$ cat config.mk
export PLATFORM = sky130hd
export DESIGN_NAME = mipi_csi_tx_raw10_packer_8b2lane_flat
export DESIGN_NICKNAME = d
export VERILOG_FILES = /design/src/rtl/mipi_csi_pkg.sv /design/src/rtl/mipi_csi_tx_raw10_packer_8b2lane_if.sv /design/src/rtl/mipi_csi_tx_raw10_group_pack.sv /design/src/rtl/mipi_csi_tx_raw10_packer_8b2lane.sv /design/src/flat_wrapper.sv
export SDC_FILE = /design/constraint.sdc
export NUM_CORES = 1
export LEC_CHECK = 0
export CORE_ASPECT_RATIO = 0.6
export CORE_MARGIN = 1
export CORE_UTILIZATION = 43
export CTS_CLUSTER_SIZE = 12
export DETAILED_ROUTE_END_ITERATION = 10
export PLACE_DENSITY = 0.75
export SETUP_SLACK_MARGIN = 0.02
export SYNTH_ARGS = -nofsm -noshare
export SYNTH_HDL_FRONTEND = slang
export SYNTH_SLANG_ARGS = --single-unit
$ cat constraint.sdc
create_clock -name clk_i -period 4.5 [get_ports clk_i]
set_input_delay 0.9 -clock clk_i [delete_from_list [all_inputs] [get_ports clk_i]]
set_output_delay 0.9 -clock clk_i [all_outputs]
set_load 0.02 [all_outputs]
$ cat src/rtl/mipi_csi_pkg.sv
// Shared constants for the CSI-2 transmit data path.
package mipi_csi_pkg;
    localparam logic [5:0] RAW10_DT           = 6'h2B;
    localparam int         RAW10_GROUP_BYTES  = 5;
    localparam int         RAW10_GROUP_PIXELS = 4;
    localparam int         LANE_BYTES         = 2;
    localparam int         PIXEL_W            = 10;
    localparam int         GROUP_W            = RAW10_GROUP_PIXELS * PIXEL_W;
    localparam int         BUF_BYTES          = 6;
    localparam logic [7:0] PAD_BYTE           = 8'h00;
endpackage

$ cat src/rtl/mipi_csi_tx_raw10_packer_8b2lane_if.sv
// Pixel-group input and lane-word output bundle of the RAW10 packer.
// master = pixel source / word sink, slave = the packer itself.
interface mipi_csi_tx_raw10_packer_8b2lane_if;
    import mipi_csi_pkg::*;

    logic                              data_valid_i;
    logic [GROUP_W-1:0]                data_i;
    logic                              last_i;
    logic                              ready_o;
    logic [8*LANE_BYTES-1:0]           output_o;
    logic                              output_valid_o;
    logic                              output_last_o;

    modport master (
        output data_valid_i, data_i, last_i,
        input  ready_o, output_o, output_valid_o, output_last_o
    );

    modport slave (
        input  data_valid_i, data_i, last_i,
        output ready_o, output_o, output_valid_o, output_last_o
    );
endinterface

$ cat src/rtl/mipi_csi_tx_raw10_group_pack.sv
// Reorders four 10-bit pixels into the five RAW10 stream bytes {B4..B0}.
module mipi_csi_tx_raw10_group_pack
    import mipi_csi_pkg::*;
(
    input  logic [GROUP_W-1:0] group_i,
    output logic [GROUP_W-1:0] bytes_o
);

    // B0..B3 are the pixel MSBs; B4 collects the two LSBs of every pixel.
    always_comb begin
        bytes_o = '0;
        for (int p = 0; p < RAW10_GROUP_PIXELS; p++) begin
            bytes_o[8*p +: 8]      = group_i[PIXEL_W*p + 2 +: 8];
            bytes_o[32 + 2*p +: 2] = group_i[PIXEL_W*p +: 2];
        end
    end

endmodule

$ cat src/rtl/mipi_csi_tx_raw10_packer_8b2lane.sv
// RAW10 transmit packer: buffers stream bytes and emits two lane bytes per clock,
// padding the final word of a line when it ends on an odd byte.
module mipi_csi_tx_raw10_packer_8b2lane
    import mipi_csi_pkg::*;
(
    input  logic clk_i,
    input  logic reset_i,
    mipi_csi_tx_raw10_packer_8b2lane_if.slave bus
);

    logic [8*BUF_BYTES-1:0]  buf_q, buf_d;
    logic [2:0]              cnt_q, cnt_d;
    logic                    lep_q, lep_d;
    logic [15:0]             out_q, out_d;
    logic                    out_valid_q, out_valid_d;
    logic                    out_last_q, out_last_d;

    logic [GROUP_W-1:0]      group_bytes;
    logic                    transfer;
    logic [63:0]             stream;
    logic [3:0]              total;
    logic                    lep_next;

    mipi_csi_tx_raw10_group_pack u_group_pack (
        .group_i (bus.data_i),
        .bytes_o (group_bytes)
    );

    // A group is only accepted when all five bytes fit and no line is draining.
    assign bus.ready_o = !reset_i && (cnt_q <= 3'd3) && !lep_q;
    assign transfer    = bus.data_valid_i && bus.ready_o;

    assign bus.output_o       = out_q;
    assign bus.output_valid_o = out_valid_q;
    assign bus.output_last_o  = out_last_q;

    // Append the new group behind the buffered bytes and peel off the oldest two.
    // Bytes above the occupancy are kept at zero so the OR-merge stays clean.
    always_comb begin
        stream   = {16'b0, buf_q};
        total    = {1'b0, cnt_q};
        lep_next = lep_q;
        if (transfer) begin
            stream   = stream | ({24'b0, group_bytes} << {cnt_q, 3'b000});
            total    = total + 4'(RAW10_GROUP_BYTES);
            lep_next = lep_q | bus.last_i;
        end

        buf_d       = stream[47:0];
        cnt_d       = total[2:0];
        lep_d       = lep_next;
        out_d       = out_q;
        out_valid_d = 1'b0;
        out_last_d  = 1'b0;

        if (total >= 4'd2) begin
            out_d       = stream[15:0];
            out_valid_d = 1'b1;
            buf_d       = stream[63:16];
            cnt_d       = 3'(total - 4'd2);
            if (lep_next && total == 4'd2) begin
                out_last_d = 1'b1;
                lep_d      = 1'b0;
            end
        end else if (total == 4'd1 && lep_next) begin
            out_d       = {PAD_BYTE, stream[7:0]};
            out_valid_d = 1'b1;
            out_last_d  = 1'b1;
            buf_d       = '0;
            cnt_d       = 3'd0;
            lep_d       = 1'b0;
        end
    end

    // State and registered outputs; reset drops any partially buffered line.
    always_ff @(posedge clk_i or posedge reset_i) begin
        if (reset_i) begin
            buf_q       <= '0;
            cnt_q       <= 3'd0;
            lep_q       <= 1'b0;
            out_q       <= 16'h0000;
            out_valid_q <= 1'b0;
            out_last_q  <= 1'b0;
        end else begin
            buf_q       <= buf_d;
            cnt_q       <= cnt_d;
            lep_q       <= lep_d;
            out_q       <= out_d;
            out_valid_q <= out_valid_d;
            out_last_q  <= out_last_d;
        end
    end

endmodule

$ cat src/flat_wrapper.sv
// flat-port wrapper written by rule: the top's interface ports become plain ports
module mipi_csi_tx_raw10_packer_8b2lane_flat import mipi_csi_pkg::*;
  (clk_i, reset_i, bus_data_valid_i, bus_data_i, bus_last_i, bus_ready_o, bus_output_o, bus_output_valid_o, bus_output_last_o);
  mipi_csi_tx_raw10_packer_8b2lane_if bus_i ();
  input  logic clk_i;
  input  logic reset_i;
  input wire logic [$bits(bus_i.data_valid_i)-1:0] bus_data_valid_i;
  input wire logic [$bits(bus_i.data_i)-1:0] bus_data_i;
  input wire logic [$bits(bus_i.last_i)-1:0] bus_last_i;
  output wire logic [$bits(bus_i.ready_o)-1:0] bus_ready_o;
  output wire logic [$bits(bus_i.output_o)-1:0] bus_output_o;
  output wire logic [$bits(bus_i.output_valid_o)-1:0] bus_output_valid_o;
  output wire logic [$bits(bus_i.output_last_o)-1:0] bus_output_last_o;
  assign bus_i.data_valid_i = bus_data_valid_i;
  assign bus_i.data_i = bus_data_i;
  assign bus_i.last_i = bus_last_i;
  assign bus_ready_o = bus_i.ready_o;
  assign bus_output_o = bus_i.output_o;
  assign bus_output_valid_o = bus_i.output_valid_o;
  assign bus_output_last_o = bus_i.output_last_o;
  mipi_csi_tx_raw10_packer_8b2lane u_core (.clk_i(clk_i), .reset_i(reset_i), .bus(bus_i));
endmodule
# Yosys cells after proc, flatten, opt, wreduce, memory -nomap -nowiden
# Cells that the tools add are included.
dict set report totals {
  regBits 70
  output_inout_bits 19
  word_cells 39
}
dict set report op_classes {
  addsub 2
  magnitude_cmp 2
  n_eq_ne 2
  n_shift 1
  n_mux 16
  bitwise_logic 2
  n_reduce_logical 8
}
# operator count
set ops {}
lappend ops {{48-bit 2-to-1 mux} 2}
lappend ops {{64-bit 2-to-1 mux} 1}
lappend ops {{48-bit by 64-bit OR with 64-bit output} 1}
lappend ops {{40-bit by 6-bit left shift with 64-bit output} 1}
lappend ops {{16-bit 2-to-1 mux} 2}
lappend ops {{1-bit 2-to-1 mux} 8}
lappend ops {{3-bit 2-to-1 mux} 2}
lappend ops {{1-bit logical AND} 5}
lappend ops {{3-bit by 3-bit adder with 4-bit output (second input constant)} 1}
lappend ops {{4-bit by 1-bit == test with 1-bit output (second input constant)} 1}
lappend ops {{4-bit by 2-bit == test with 1-bit output (second input constant)} 1}
lappend ops {{4-bit by 2-bit >= comparator with 1-bit output (second input constant)} 1}
lappend ops {{4-bit 2-to-1 mux} 1}
lappend ops {{3-bit by 2-bit less-or-equal comparator with 1-bit output (second input constant)} 1}
lappend ops {{3-bit by 2-bit subtractor with 3-bit output (second input constant)} 1}
lappend ops {{1-bit logical NOT} 2}
lappend ops {{2-bit nonzero test} 1}
lappend ops {{1-bit OR} 1}

# Depth between registers and ports, before layout
dict set report depth {
  word_depth 9
  mapped_depth 11
  ltp_nobuf 9
}

# Cells and area by module
# From an unflattened synthesis, not the netlist that was laid out.
dict set report hier_totals {
  cells_unflattened 454
  hier_area_um2 4286.6
}
# module instances cells_each area_each_um2 seq_area_each_um2
set by_module_without_submodules {}
lappend by_module_without_submodules {mipi_csi_tx_raw10_packer_8b2lane 1 414 3986.3 1751.7}
lappend by_module_without_submodules {mipi_csi_tx_raw10_group_pack 1 40 300.3 0.0}

# Worst setup path after synthesis
# OpenSTA, ideal clock, no wires.
dict set report synth_path {
  path_kind {input port to flip-flop}
  start {input reset_i}
  end {register u_core.lep_q}
  setup_ns 0.064
  arrival_time_ns 3.081
  path_slack_ns 1.355
  stages 3
  path_buffers 0
  cell_sequence {inv_1 a41oi_1 o21ba_2}
}
dict set report synth_between {
  elab_chain_len 9
  elab_cells_between_ends 14
  classes_between {order compare (1); eq/ne (2); mux (5); reduce/logical (6)}
}
# item line
set synth_rtl {}
lappend synth_rtl {{start, declared} flat_wrapper.sv:6} ;# input logic reset_i;
lappend synth_rtl {{1-bit logical NOT *} mipi_csi_tx_raw10_packer_8b2lane.sv:30} ;# assign bus.ready_o = !reset_i && (cnt_q <= 3'd3) && !lep_q;
lappend synth_rtl {{1-bit logical AND * (2 in series)} mipi_csi_tx_raw10_packer_8b2lane.sv:30}
lappend synth_rtl {{1-bit logical AND *} mipi_csi_tx_raw10_packer_8b2lane.sv:31} ;# assign transfer = bus.data_valid_i && bus.ready_o;
lappend synth_rtl {{4-bit 2-to-1 mux} mipi_csi_tx_raw10_packer_8b2lane.sv:43} ;# if (transfer) begin
lappend synth_rtl {{4-bit by 1-bit == test with 1-bit output / 4-bit by 2-bit == test with 1-bit output (equally long branches)} {mipi_csi_tx_raw10_packer_8b2lane.sv:65, mipi_csi_tx_raw10_packer_8b2lane.sv:61}}
lappend synth_rtl {{1-bit logical AND (on tied branches)} {mipi_csi_tx_raw10_packer_8b2lane.sv:65, mipi_csi_tx_raw10_packer_8b2lane.sv:61}}
lappend synth_rtl {{1-bit 2-to-1 mux (on tied branches)} {mipi_csi_tx_raw10_packer_8b2lane.sv:65, mipi_csi_tx_raw10_packer_8b2lane.sv:61}}
lappend synth_rtl {{1-bit 2-to-1 mux *} mipi_csi_tx_raw10_packer_8b2lane.sv:56} ;# if (total >= 4'd2) begin
lappend synth_rtl {{via u_core.lep_d} mipi_csi_tx_raw10_packer_8b2lane.sv:13} ;# logic lep_q, lep_d;
lappend synth_rtl {{end signal, assigned} mipi_csi_tx_raw10_packer_8b2lane.sv:87} ;# lep_q <= lep_d;
lappend synth_rtl {{end, declared} mipi_csi_tx_raw10_packer_8b2lane.sv:13}
# The timed path passes the listed nets; every way through them passes the cells marked *.
# A chain may end at the register's enable or synchronous reset.

# Final worst setup path
dict set report layout_path {
  start {register u_core.cnt_q[2]}
  end {output bus_ready_o}
}
dict set report layout_between {
  elab_chain_len 3
}
# item line
set layout_rtl {}
lappend layout_rtl {{start, declared} mipi_csi_tx_raw10_packer_8b2lane.sv:12} ;# logic [2:0] cnt_q, cnt_d;
lappend layout_rtl {{start signal, assigned} mipi_csi_tx_raw10_packer_8b2lane.sv:86} ;# cnt_q <= cnt_d;
lappend layout_rtl {{3-bit by 2-bit less-or-equal comparator with 1-bit output} mipi_csi_tx_raw10_packer_8b2lane.sv:30}
lappend layout_rtl {{1-bit logical AND (2 in series)} mipi_csi_tx_raw10_packer_8b2lane.sv:30}
lappend layout_rtl {{end, declared} flat_wrapper.sv:10} ;# output wire logic [$bits(bus_i.ready_o)-1:0] bus_ready_o;
# No other way between the ends.

==> flow_metrics.env <==
export IMPL_critical_path_class="register to output port"
export IMPL_final_fill_count=854
export IMPL_die_height_um=79.76
export IMPL_postSynth_asyncResetShare_pct=100.0
export IMPL_cts_root_buf="sky130_fd_sc_hd__clkbuf_16"
export IMPL_critical_path_arrival_ns=2.61
export IMPL_critical_path_required_ns=3.60
export IMPL_drv_cap=0
export IMPL_topRoutingLayerUsed="met4"
export IMPL_first_global_vias=3822
export IMPL_post_cts_setup_buffer_count=0
export IMPL_met3_length_um=1035
export IMPL_num_io_pins=63
export IMPL_register_area_mm2=0.001753
export IMPL_yosys_top_cells_count="sky130_fd_sc_hd__a21oi_1, sky130_fd_sc_hd__dfrtp_1, sky130_fd_sc_hd__mux2i_1"
export IMPL_weighted_congestion_reported_at_the_end_of_routability_driven_placement=0.8505
export IMPL_h_tree_depth=3
export IMPL_clock_sinks=70
export IMPL_vias=3932
export IMPL_fraction_of_layout_instances_using_a_drive_strength_above_1_pct=11.82
export IMPL_dieWidth_um=131.6
export IMPL_clock_slew_at_reported_path_ffs_ns=0.06
export IMPL_synth_largest_type_area_fraction_pct=40.43
export IMPL_worst_voltage_drop_across_the_vdd_grid_uv=280.7
export IMPL_max_freq_mhz=285.1
export IMPL_synthesis_area_per_instance_um2=9.258
export IMPL_edff_count_synth=0
export IMPL_firstDrtPassIters=5
export IMPL_io_buffer_count=62
export IMPL_numCtsBuffers=9
export IMPL_drc_markers=0
export IMPL_synth_seq_area_share_pct=40.43
export IMPL_startpoint_type="register"
export IMPL_num_rows=27
export IMPL_timing_critical_path_slowest_cell_delay_ns=0.53
export IMPL_routedWlPerCell_um=19.40
export IMPL_grt_antenna_before_repair=0
export IMPL_status="completed"
export IMPL_slew_headroom_pct=25.74
export IMPL_worstHoldPathType="register to register"
export IMPL_vias_per_cell=6.087
export IMPL_cp_max_fo=19
export IMPL_detail_route_antenna_nets=0
export IMPL_timing_worst_slew_pin_value_ns=1.107
export IMPL_power_density_over_the_cells_mw_per_mm2=787.7
export IMPL_layout_core_utilization_pct=56.19
export IMPL_crit_path_cell_trace="clkinv_1 > ha_1 > or2_2 > and2_1 > clkdlybuf4s50_1"
export IMPL_detailroute_wirelength_met2_um=5444
export IMPL_clock_tree_from_tritoncts="yes"
export IMPL_detailed_route_wire_length_um=12530
export IMPL_fp_coreArea_mm2=0.009459
export IMPL_synth_flop_cell="sky130_fd_sc_hd__dfrtp_1"
export IMPL_worst_skew_pair_late_latency_ns=0.34
export IMPL_grt_pass1_wl_um=20280
export IMPL_post_cts_resized=0
export IMPL_cpMaxStageDelayCell="sky130_fd_sc_hd__clkdlybuf4s50_1"
export IMPL_synthesis_instances=468
export IMPL_final_period_utilization_pct=77.93
export IMPL_final_hold_worst_slack_ns=0.4956
export IMPL_pin_count_of_the_biggest_net_entering_global_routing=65
export IMPL_wirelength_met1_um=5815
export IMPL_post_cts_hold_buffer_count=0
export IMPL_insertedDiodeCount=0
export IMPL_post_synth_top_count_cell="sky130_fd_sc_hd__a21oi_1"
export IMPL_cts_path_max_buffers=2
export IMPL_leakagePower_nw=2.334
export IMPL_distinct_cell_type_count_after_synthesis=48
export IMPL_dpl_hpwl_um=8369
export IMPL_num_nets_final=559
export IMPL_initial_core_util_pct=45.81
export IMPL_ys_seq_elements=70
export IMPL_die_area_mm2=0.01050
export IMPL_yosysWarnings=0
export IMPL_synth_nets=514
export IMPL_setup_total_negative_slack_ns=0
export IMPL_timing_final_max_slew_violations=0
export IMPL_layout_area_overhead_vs_synth_pct=22.67
export IMPL_finalCriticalPeriod_ns=3.507
export IMPL_setup_viol_count_final=0
export IMPL_yosys_top_cells_area="sky130_fd_sc_hd__dfrtp_1, sky130_fd_sc_hd__mux2i_1, sky130_fd_sc_hd__a21oi_1, sky130_fd_sc_hd__a21o_1, sky130_fd_sc_hd__nand2_1"
export IMPL_rsz_0062_raised_after_global_routing="no"
export IMPL_hold_violations=0
export IMPL_timing_clock_skew_ns=0.009594
export IMPL_total_power_w=0.004187
export IMPL_area_of_combinational_cells_with_multiple_inputs_mm2=0.002372
export IMPL_total_congestion_overflow=0
export IMPL_synthDominantAreaCellType="sky130_fd_sc_hd__dfrtp_1"
export IMPL_track_usage_pct=25.07
export IMPL_endpoint_kind="output port"
export IMPL_syn_cell_area_mm2=0.004333
export IMPL_drt_initial_drc_count=408
where the power goes:
group	internal (W)	switching (W)
clock network	0.000454	0.000259
logic	0.000992	0.00139
registers	0.000940	0.000148
total	0.00239	0.00180
routing by layer:
layer  global-route usage (%)  vias up
met4                    8.372        0
li1                         -     1800
met3                    6.222       25
met1                    34.82     1925
met5                        0        -
met2                    38.15      182
final timing paths:
| kind | from | end | slack [ns] | depth (start not counted) |
|---|---|---|---|---|
| max | u_core.cnt_q[2]$_DFF_PP0_ | bus_ready_o | 0.99 | 5 |
| max in group asynchronous | reset_i | u_core.buf_q[47]$_DFF_PP0_ | 2.52 | 3 |
| min | u_core.bus.output_o[6]$_DFFE_PP0P_ | u_core.bus.output_o[6]$_DFFE_PP0P_ | 0.50 | 1 |
| max reg2reg | u_core.cnt_q[2]$_DFF_PP0_ | u_core.buf_q[16]$_DFF_PP0_ | 1.42 | 6 |
| min in group asynchronous | reset_i | u_core.cnt_q[1]$_DFF_PP0_ | 0.91 | 2 |
| min reg2reg | u_core.bus.output_o[6]$_DFFE_PP0P_ | u_core.bus.output_o[6]$_DFFE_PP0P_ | 0.50 | 1 |
sequential cells by signal, summed over array words and instances (netlist names):
signal	cells
u_core.buf_q	48
u_core.bus.output_last_o	1
u_core.bus.output_o	16
u_core.bus.output_valid_o	1
u_core.cnt_q	3
u_core.lep_q	1
cell families (layout without fill, tap and decap cells):
kind of cell / after synthesis / in the layout / share of synthesized area [%]
compound gates: 174 / 174 / 27.35
simple gates: 121 / 121 / 13.63
flops: 70 / 70 / 40.43
mux: 55 / 55 / 12.97
buf+inv: 45 / 93 / 4.851
fa+ha+maj: 2 / 2 / 0.5774
xor+xnor: 1 / 1 / 0.2022
final cells by class:
class / instances / area share [%]
sequential: 70 / 32.98
clock inverter: 1 / 0.5650
inverter: 7 / 0.5414
clock buffer: 13 / 4.896
tap: 130 / 3.060
multi-input combinational: 353 / 44.63
timing repair buffer: 72 / 13.32
stage by stage:
stage | instance area, um2 | std cells | worst slack, ns
global route | 5315 | 646 | 0.8365
detailed placement | 5025 | 632 | 1.139
finish | 5315 | 646 | 0.9929
CTS | 5315 | 646 | 0.9786
floorplan | 4333 | 468 | 1.355
global placement | 5025 | 632 | 1.205
critical path, delay by kind of cell (launching register included):
family | cells | cell delay, ns
fa+ha+maj | 1 | 0.46
simple gates | 2 | 0.51
flops | 1 | 0.35
buf+inv | 2 | 0.95
cell usage in the layout, fill, tap and decap left out, types with 7 or more instances in the layout:
master / count
sky130_fd_sc_hd__nand2b_1: 11
sky130_fd_sc_hd__clkbuf_16: 9
sky130_fd_sc_hd__a21oi_1: 71
sky130_fd_sc_hd__o22ai_2: 9
sky130_fd_sc_hd__mux2_2: 8
sky130_fd_sc_hd__nand2_1: 37
sky130_fd_sc_hd__nand3_1: 7
sky130_fd_sc_hd__o21ai_0: 13
sky130_fd_sc_hd__dfrtp_1: 69
sky130_fd_sc_hd__nor2_1: 34
sky130_fd_sc_hd__and3_1: 8
sky130_fd_sc_hd__nor3_1: 10
sky130_fd_sc_hd__o21ba_2: 7
sky130_fd_sc_hd__mux2i_1: 46
sky130_fd_sc_hd__clkdlybuf4s50_1: 62
sky130_fd_sc_hd__o22ai_1: 12
sky130_fd_sc_hd__buf_4: 9
sky130_fd_sc_hd__a21o_1: 21
Note: power is estimated with default switching activity, not from simulation.
